**config.mk**
```make
export PLATFORM = sky130hd
export DESIGN_NAME = bnn_neuron_accum
export DESIGN_NICKNAME = d
export VERILOG_FILES = /design/src/rtl/bnn_neuron_accum.sv
export SDC_FILE = /design/constraint.sdc
export NUM_CORES = 1
export LEC_CHECK = 0
export ABC_AREA = 1
export BUFFER_PORTS_ARGS = -buffer_cell sky130_fd_sc_hd__buf_2
export CAP_MARGIN = 40
export CORE_MARGIN = 1.5
export CORE_UTILIZATION = 57
export DETAILED_ROUTE_END_ITERATION = 8
export HOLD_SLACK_MARGIN = 0.1
export PLACE_DENSITY = 0.87
export RECOVER_POWER = 25
export SLEW_MARGIN = 30
export SYNTH_ARGS = -nofsm -noshare
export SYNTH_HDL_FRONTEND = slang
export SYNTH_SLANG_ARGS = --single-unit
```
**constraint.sdc**
```tcl
create_clock -name iCLK -period 3.74 [get_ports iCLK]
set_input_delay 0.187 -clock iCLK [delete_from_list [all_inputs] [get_ports iCLK]]
set_output_delay 0.187 -clock iCLK [all_outputs]
set_load 0.1 [all_outputs]
```
**src/rtl/bnn_neuron_accum.sv**
```systemverilog
// bnn_neuron_accum
// Sums NCHUNK chunk popcounts into one neuron total, compares it against the
// folded batch-norm threshold (optionally sign-flipped) and packs successive
// binary activations LSB-first into NOUT-bit words. Valid/ready on both sides,
// with a single registered output slot.
module bnn_neuron_accum #(
    parameter int PC_W   = 7,
    parameter int NCHUNK = 8,
    parameter int ACC_W  = 10,
    parameter int NOUT   = 16
) (
    input  logic             iCLK,
    input  logic             iRST,
    input  logic             iVALID,
    output logic             oREADY,
    input  logic [PC_W-1:0]  iPOPCNT,
    input  logic [ACC_W-1:0] iTHRESH,
    input  logic             iFLIP,
    input  logic             iFLUSH,
    output logic             oVALID,
    input  logic             iREADY,
    output logic [NOUT-1:0]  oDATA
);

    localparam int CC_W = (NCHUNK > 1) ? $clog2(NCHUNK) : 1;
    localparam int BC_W = (NOUT > 1) ? $clog2(NOUT) : 1;
    localparam logic [CC_W-1:0] LAST_CHUNK = CC_W'(NCHUNK - 1);
    localparam logic [BC_W-1:0] LAST_BIT   = BC_W'(NOUT - 1);

    logic [ACC_W-1:0] acc;
    logic [CC_W-1:0]  chunk_cnt;
    logic [BC_W-1:0]  bit_cnt;
    logic [NOUT-1:0]  pack;

    logic             accept;
    logic             is_final;
    logic [ACC_W-1:0] sum;
    logic             act;
    logic             word_done;
    logic [NOUT-1:0]  new_word;

    // A full output slot that is not being drained blocks the whole pipe.
    assign oREADY    = !oVALID || iREADY;
    assign accept    = iVALID && oREADY;
    assign is_final  = (chunk_cnt == LAST_CHUNK);
    assign sum       = acc + ACC_W'(iPOPCNT);
    assign act       = (sum >= iTHRESH) ^ iFLIP;
    assign word_done = accept && is_final && ((bit_cnt == LAST_BIT) || iFLUSH);

    // Current partial word with this neuron's activation inserted; bits above
    // bit_cnt are already zero because pack is cleared whenever a word leaves.
    always_comb begin
        new_word          = pack;
        new_word[bit_cnt] = act;
    end

    // Chunk accumulation and neuron boundary bookkeeping.
    always_ff @(posedge iCLK) begin
        if (iRST) begin
            acc       <= '0;
            chunk_cnt <= '0;
        end else if (accept) begin
            if (is_final) begin
                acc       <= '0;
                chunk_cnt <= '0;
            end else begin
                acc       <= sum;
                chunk_cnt <= chunk_cnt + CC_W'(1);
            end
        end
    end

    // Activation packing; a flush or a full word restarts packing at bit 0.
    always_ff @(posedge iCLK) begin
        if (iRST) begin
            pack    <= '0;
            bit_cnt <= '0;
        end else if (accept && is_final) begin
            if (word_done) begin
                pack    <= '0;
                bit_cnt <= '0;
            end else begin
                pack    <= new_word;
                bit_cnt <= bit_cnt + BC_W'(1);
            end
        end
    end

    // One-deep output register; a new word may replace a consumed one in the
    // same cycle so back-to-back words leave without a bubble.
    always_ff @(posedge iCLK) begin
        if (iRST) begin
            oVALID <= 1'b0;
            oDATA  <= '0;
        end else if (word_done) begin
            oVALID <= 1'b1;
            oDATA  <= new_word;
        end else if (oVALID && iREADY) begin
            oVALID <= 1'b0;
        end
    end

endmodule

```
Word level (Yosys, flattened, before mapping):

Cells that the tools add are included.

* bits in registers: 50
* input bits: 23
* output and inout port bits: 18

* add/subtract/negate cells: 3
* magnitude comparators: 3
* equal/unequal tests: 2
* muxes and demuxes: 9
* bitwise logic cells: 1
* reductions and logical operators: 9

Operators by type and width (count)
* bitwise mux 16 bit: 1
* 2-to-1 mux 16 bit: 1
* adder 10 x 7 -> 10 bit: 1
* greater-or-equal comparator 10 bit: 1
* 2-to-1 mux 10 bit: 1
* logical AND 1 bit: 5
* less-than comparator 4 x 5 -> 1 bit (second input constant): 1
* adder 4 x 1 -> 4 bit (second input constant): 1
* demux 1 bit (select 4 bit): 1
* equality test 4 bit (second input constant): 1
* greater-or-equal comparator 4 x 1 -> 1 bit (second input constant): 1
* 2-to-1 mux 4 bit: 1
* adder 3 x 1 -> 3 bit (second input constant): 1
* equality test 3 bit (second input constant): 1
* 2-to-1 mux 1 bit: 3
* 2-to-1 mux 3 bit: 1
* logical OR 1 bit: 2
* nonzero test 2 bit: 1
* logical NOT 1 bit: 1
* XOR 1 bit: 1

Depth between registers and ports, before layout:

* word-level depth: 6
* gate-level depth with buffers: 19

Worst setup path before layout:

No wires, ideal clock.

* path type: reg2reg
* from: reg acc[0]
* to: reg pack[14]
* setup time: 0.132 ns
* arrival time: 2.647 ns
* slack: 0.961 ns
* stages on the path, launching flop included: 20
* path buffers: 1
* cells stage by stage: dfxtp_1 > ha_1 > inv_1 > fa_1 > o21ai_0 > nand4_1 > nand2_1 > nand2_1 > nand2_1 > inv_1 > ha_1 > nand2_1 > a21oi_1 > nor2_4 > nand3_2 > nand2_2 > buf_2 > nand3_1 > nand3_1 > a21oi_1

* longest elaborated chain between the ends: 5

Ends and longest elaborated chain
* from (decl): line 30 `logic [ACC_W-1:0] acc;`
* from (signal assigned): line 67 `acc <= sum;`
* adder 10 x 7 -> 10 bit: line 46 `assign sum = acc + ACC_W'(iPOPCNT);`
* greater-or-equal comparator 10 bit: line 47 `assign act = (sum >= iTHRESH) ^ iFLIP;`
* XOR 1 bit: line 47
* bitwise mux 16 bit: line 54 `new_word[bit_cnt] = act;`
* 2-to-1 mux 16 bit: line 79 `if (word_done) begin`
* to (signal assigned): line 83 `pack <= new_word;`
* to (decl): line 33 `logic [NOUT-1:0] pack;`

No other way between the ends.
A chain may end at the register's enable or synchronous reset.

Worst setup path in the final report:

* from: reg acc[0]
* to: reg pack[5]

Same word-level chain as after synthesis.

==> impl_metrics.toml <==
[routing]
totalWireLength_um = 6004
drc = 0
vias = 2624
routed_via_density = 5.259
drtIter0Drc = 285
postRouteAntennaNets = 0
detail_route.first_pass.iterations = 5
wl_per_cell_um = 12.03

[floorplan]
dieArea_um2 = 5523
core_um2 = 4817
fp.dieW_um = 74.32
start_util_pct = 60.18
die_y_um = 74.32
rows = 25
io-pin-count = 41

[placed_design]
port_buffers = 40
gp_congestion = 0.8173
dp_hpwl_um = 4311
dp.cells = 491

[yosys]
synth_area_um2 = 2899
avgSynthCellArea_um2 = 7.339
syn_nets = 442
synth.distinct_cells = 38
yosys_warnings = 0
yosysSeqAreaShare_pct = 34.53
synthTopCellsByArea = "dfxtp_1, nand2_1, ha_1"
yosysTopAreaCellShare_pct = 34.53
syn_inst = 395
ys_seq_elements = 50
yosys.area.top_type = "dfxtp_1"

[critical_path]
arrival_ps = 3610
worstSetupPathType = "flip-flop to flip-flop"
crit_fanout = 16
worst_ep_required_time_ps = 3970
endpoint_kind = "flip-flop"
critPathLaunchType = "flip-flop"

[timing]
rsz0062_at_grt = "false"
slew_headroom_pct = 22.61
skew_ps = 6.877
slew_viol_final = 0
tightest_slew_ps = 1166
fmax_mhz = 296.3
hold_viol_final = 0
setup_tns_ps = 0
post-route-period-util_pct = 90.25
fin_crit_ps = 3375
setup_violations = 0

[grt]
grt_pass1_vias = 2541
grt_use_total_pct = 23.73
gr-total-overflow = 0
antenna_found_initial = 0
grt_pass1_wl_um = 10410
grt_max_degree = 32

[finish]
layout.nets = 478
ff_latch_area_um2 = 1001
diodes = 0
nFillCells = 446
layout-drive-gt1-share_pct = 15.97
final_util_pct = 66.03
fin_cells = 499
multi_input_area_um2 = 1649
syn_to_final_growth_pct = 9.711

[clocking]
cts_buffers = 5
h-tree-depth = 2
post_cts_resized = 0
cts_hold_buf = 0
cts_tree = "done"
cts_num_sinks = 50
clk_pin_slew_ps = 90
root_buffer = "clkbuf_8"
post_cts_buffers = 0
clockBufferDepth = 2
clk_latency_ps = 300

[power_and_ir_drop]
p_int_mw = 0.7698
powerDensity_nw_per_um2 = 338.8
p_leak_nw = 1.469
design_power_total_mw = 1.078
seqPwrFrac_pct = 51.4
ir_drop_v = 0.0001868
combPwrFrac_pct = 18.8
p_switching_mw = 0.3079
p_clk_share_pct = 29.8
p_sw_share_pct = 28.57

[min_path]
holdCritPathClass = "primary input to flip-flop"

[job]
maxCapViolations = 0

[run_status]
status = "completed"
[worst max-delay path: stages (launching register included)]
cell and delay [ps]:
dfxtp_1 340, ha_1 160, inv_1 50, fa_1 400
o21ai_0 380, nand4_1 180, nand2_1 110, nand2_1 60
nand2_1 60, inv_1 40, ha_1 260, nand2_1 90
a21oi_1 70, nor2_4 120, nand4_2 410, nand3_1 300
nand3_1 110, a21oi_1 150
[final cells by class]
class / instances / share of cell area (%)
clock inverter: 1 / 0.1574
multi-input combinational: 290 / 51.85
clock buffer: 7 / 2.714
timing repair buffer: 40 / 5.744
sequential: 50 / 31.47
inverter: 44 / 5.429
tap: 67 / 2.636
[worst paths after layout]
check	slack, ps	to	startpoint	cells past startpoint
worst min-delay path	190	oVALID$_SDFFE_PP0P_	iREADY	4
worst max-delay path	360	pack[5]$_SDFFE_PP0P_	acc[0]$_SDFFE_PP0P_	17
worst max register to register	360	pack[5]$_SDFFE_PP0P_	acc[0]$_SDFFE_PP0P_	17
worst min register to register	450	oDATA[14]$_SDFFE_PP0P_	oDATA[14]$_SDFFE_PP0P_	2
[power groups by stage]
stage               logic, mW  clock network (mW)  registers [mW]
CTS                     0.203               0.328           0.554
floorplan               0.156                   0           0.564
global placement        0.192                   0           0.566
global route            0.237               0.351           0.556
finish                  0.203               0.321           0.554
detailed placement      0.201                   0           0.567
[synth_stat cells, drive strengths merged]
cell type	n
nand2	106
xnor2	1
a211oi	1
dfxtp	50
o21ai	20
and2	1
nand4	3
a21oi	36
nand3b	1
a21o	1
o21bai	1
nor2	29
or2	17
xor2	5
nand3	41
a22oi	1
buf	6
o211a	1
fa	1
clkbuf	5
inv	44
a31oi	1
ha	23
[cell usage in the layout, fill, tap and decap left out, drive strengths merged]
cell / n
a21o: 1
clkinv: 1
dfxtp: 50
a211oi: 1
o21ai: 20
or2: 17
a22oi: 1
o21bai: 1
and2: 1
nand2: 106
o211a: 1
a21oi: 36
a31oi: 1
xnor2: 1
fa: 1
nand3: 41
nand4: 3
clkbuf: 21
nor2: 29
buf: 26
inv: 44
ha: 23
xor2: 5
nand3b: 1
[stage by stage]
| stage | setup slack (ps) | hold slack [ps] | cell area (um2) |
|---|---|---|---|
| floorplan | 960.8 | 344.3 | 2899 |
| global placement | 596.6 | 436.6 | 3107 |
| detailed placement | 431.0 | 440.9 | 3107 |
| CTS | 369.7 | 195.5 | 3198 |
| global route | 1.970 | 215.4 | 3181 |
| finish | 364.7 | 192.0 | 3181 |
[registers in the layout (all words and copies together), names as in the netlist]
name       count
oVALID         1
oDATA         16
chunk_cnt      3
pack          16
bit_cnt        4
acc           10
[routing by layer]
| metal | GRT usage, % | wire length, um | up-vias | part of all wire, % |
|---|---|---|---|---|
| met4 | 7.677 | 89 | 0 | 1.5 |
| met1 | 28.50 | 2723 | 1187 | 45 |
| met3 | 5.014 | 327 | 12 | 5.4 |
| met5 | 0 | 0 | - | 0 |
| met2 | 42.26 | 2864 | 82 | 48 |
| li1 | - | - | 1343 | - |
[cell families (layout without fill, tap and decap cells)]
kind of cell               count (synthesis)  count (layout)  share of synthesized area (%)
xor gates and xnor gates                   6               6                          1.813
buffers and inverters                     55              92                          8.588
and+or+nand+nor                          198             198                          32.93
adders and majority gates                 24              24                          10.62
AOI/OAI and AO/OA                         62              62                          11.52
DFF                                       50              50                          34.53
Power figures use the tool's default switching activity.
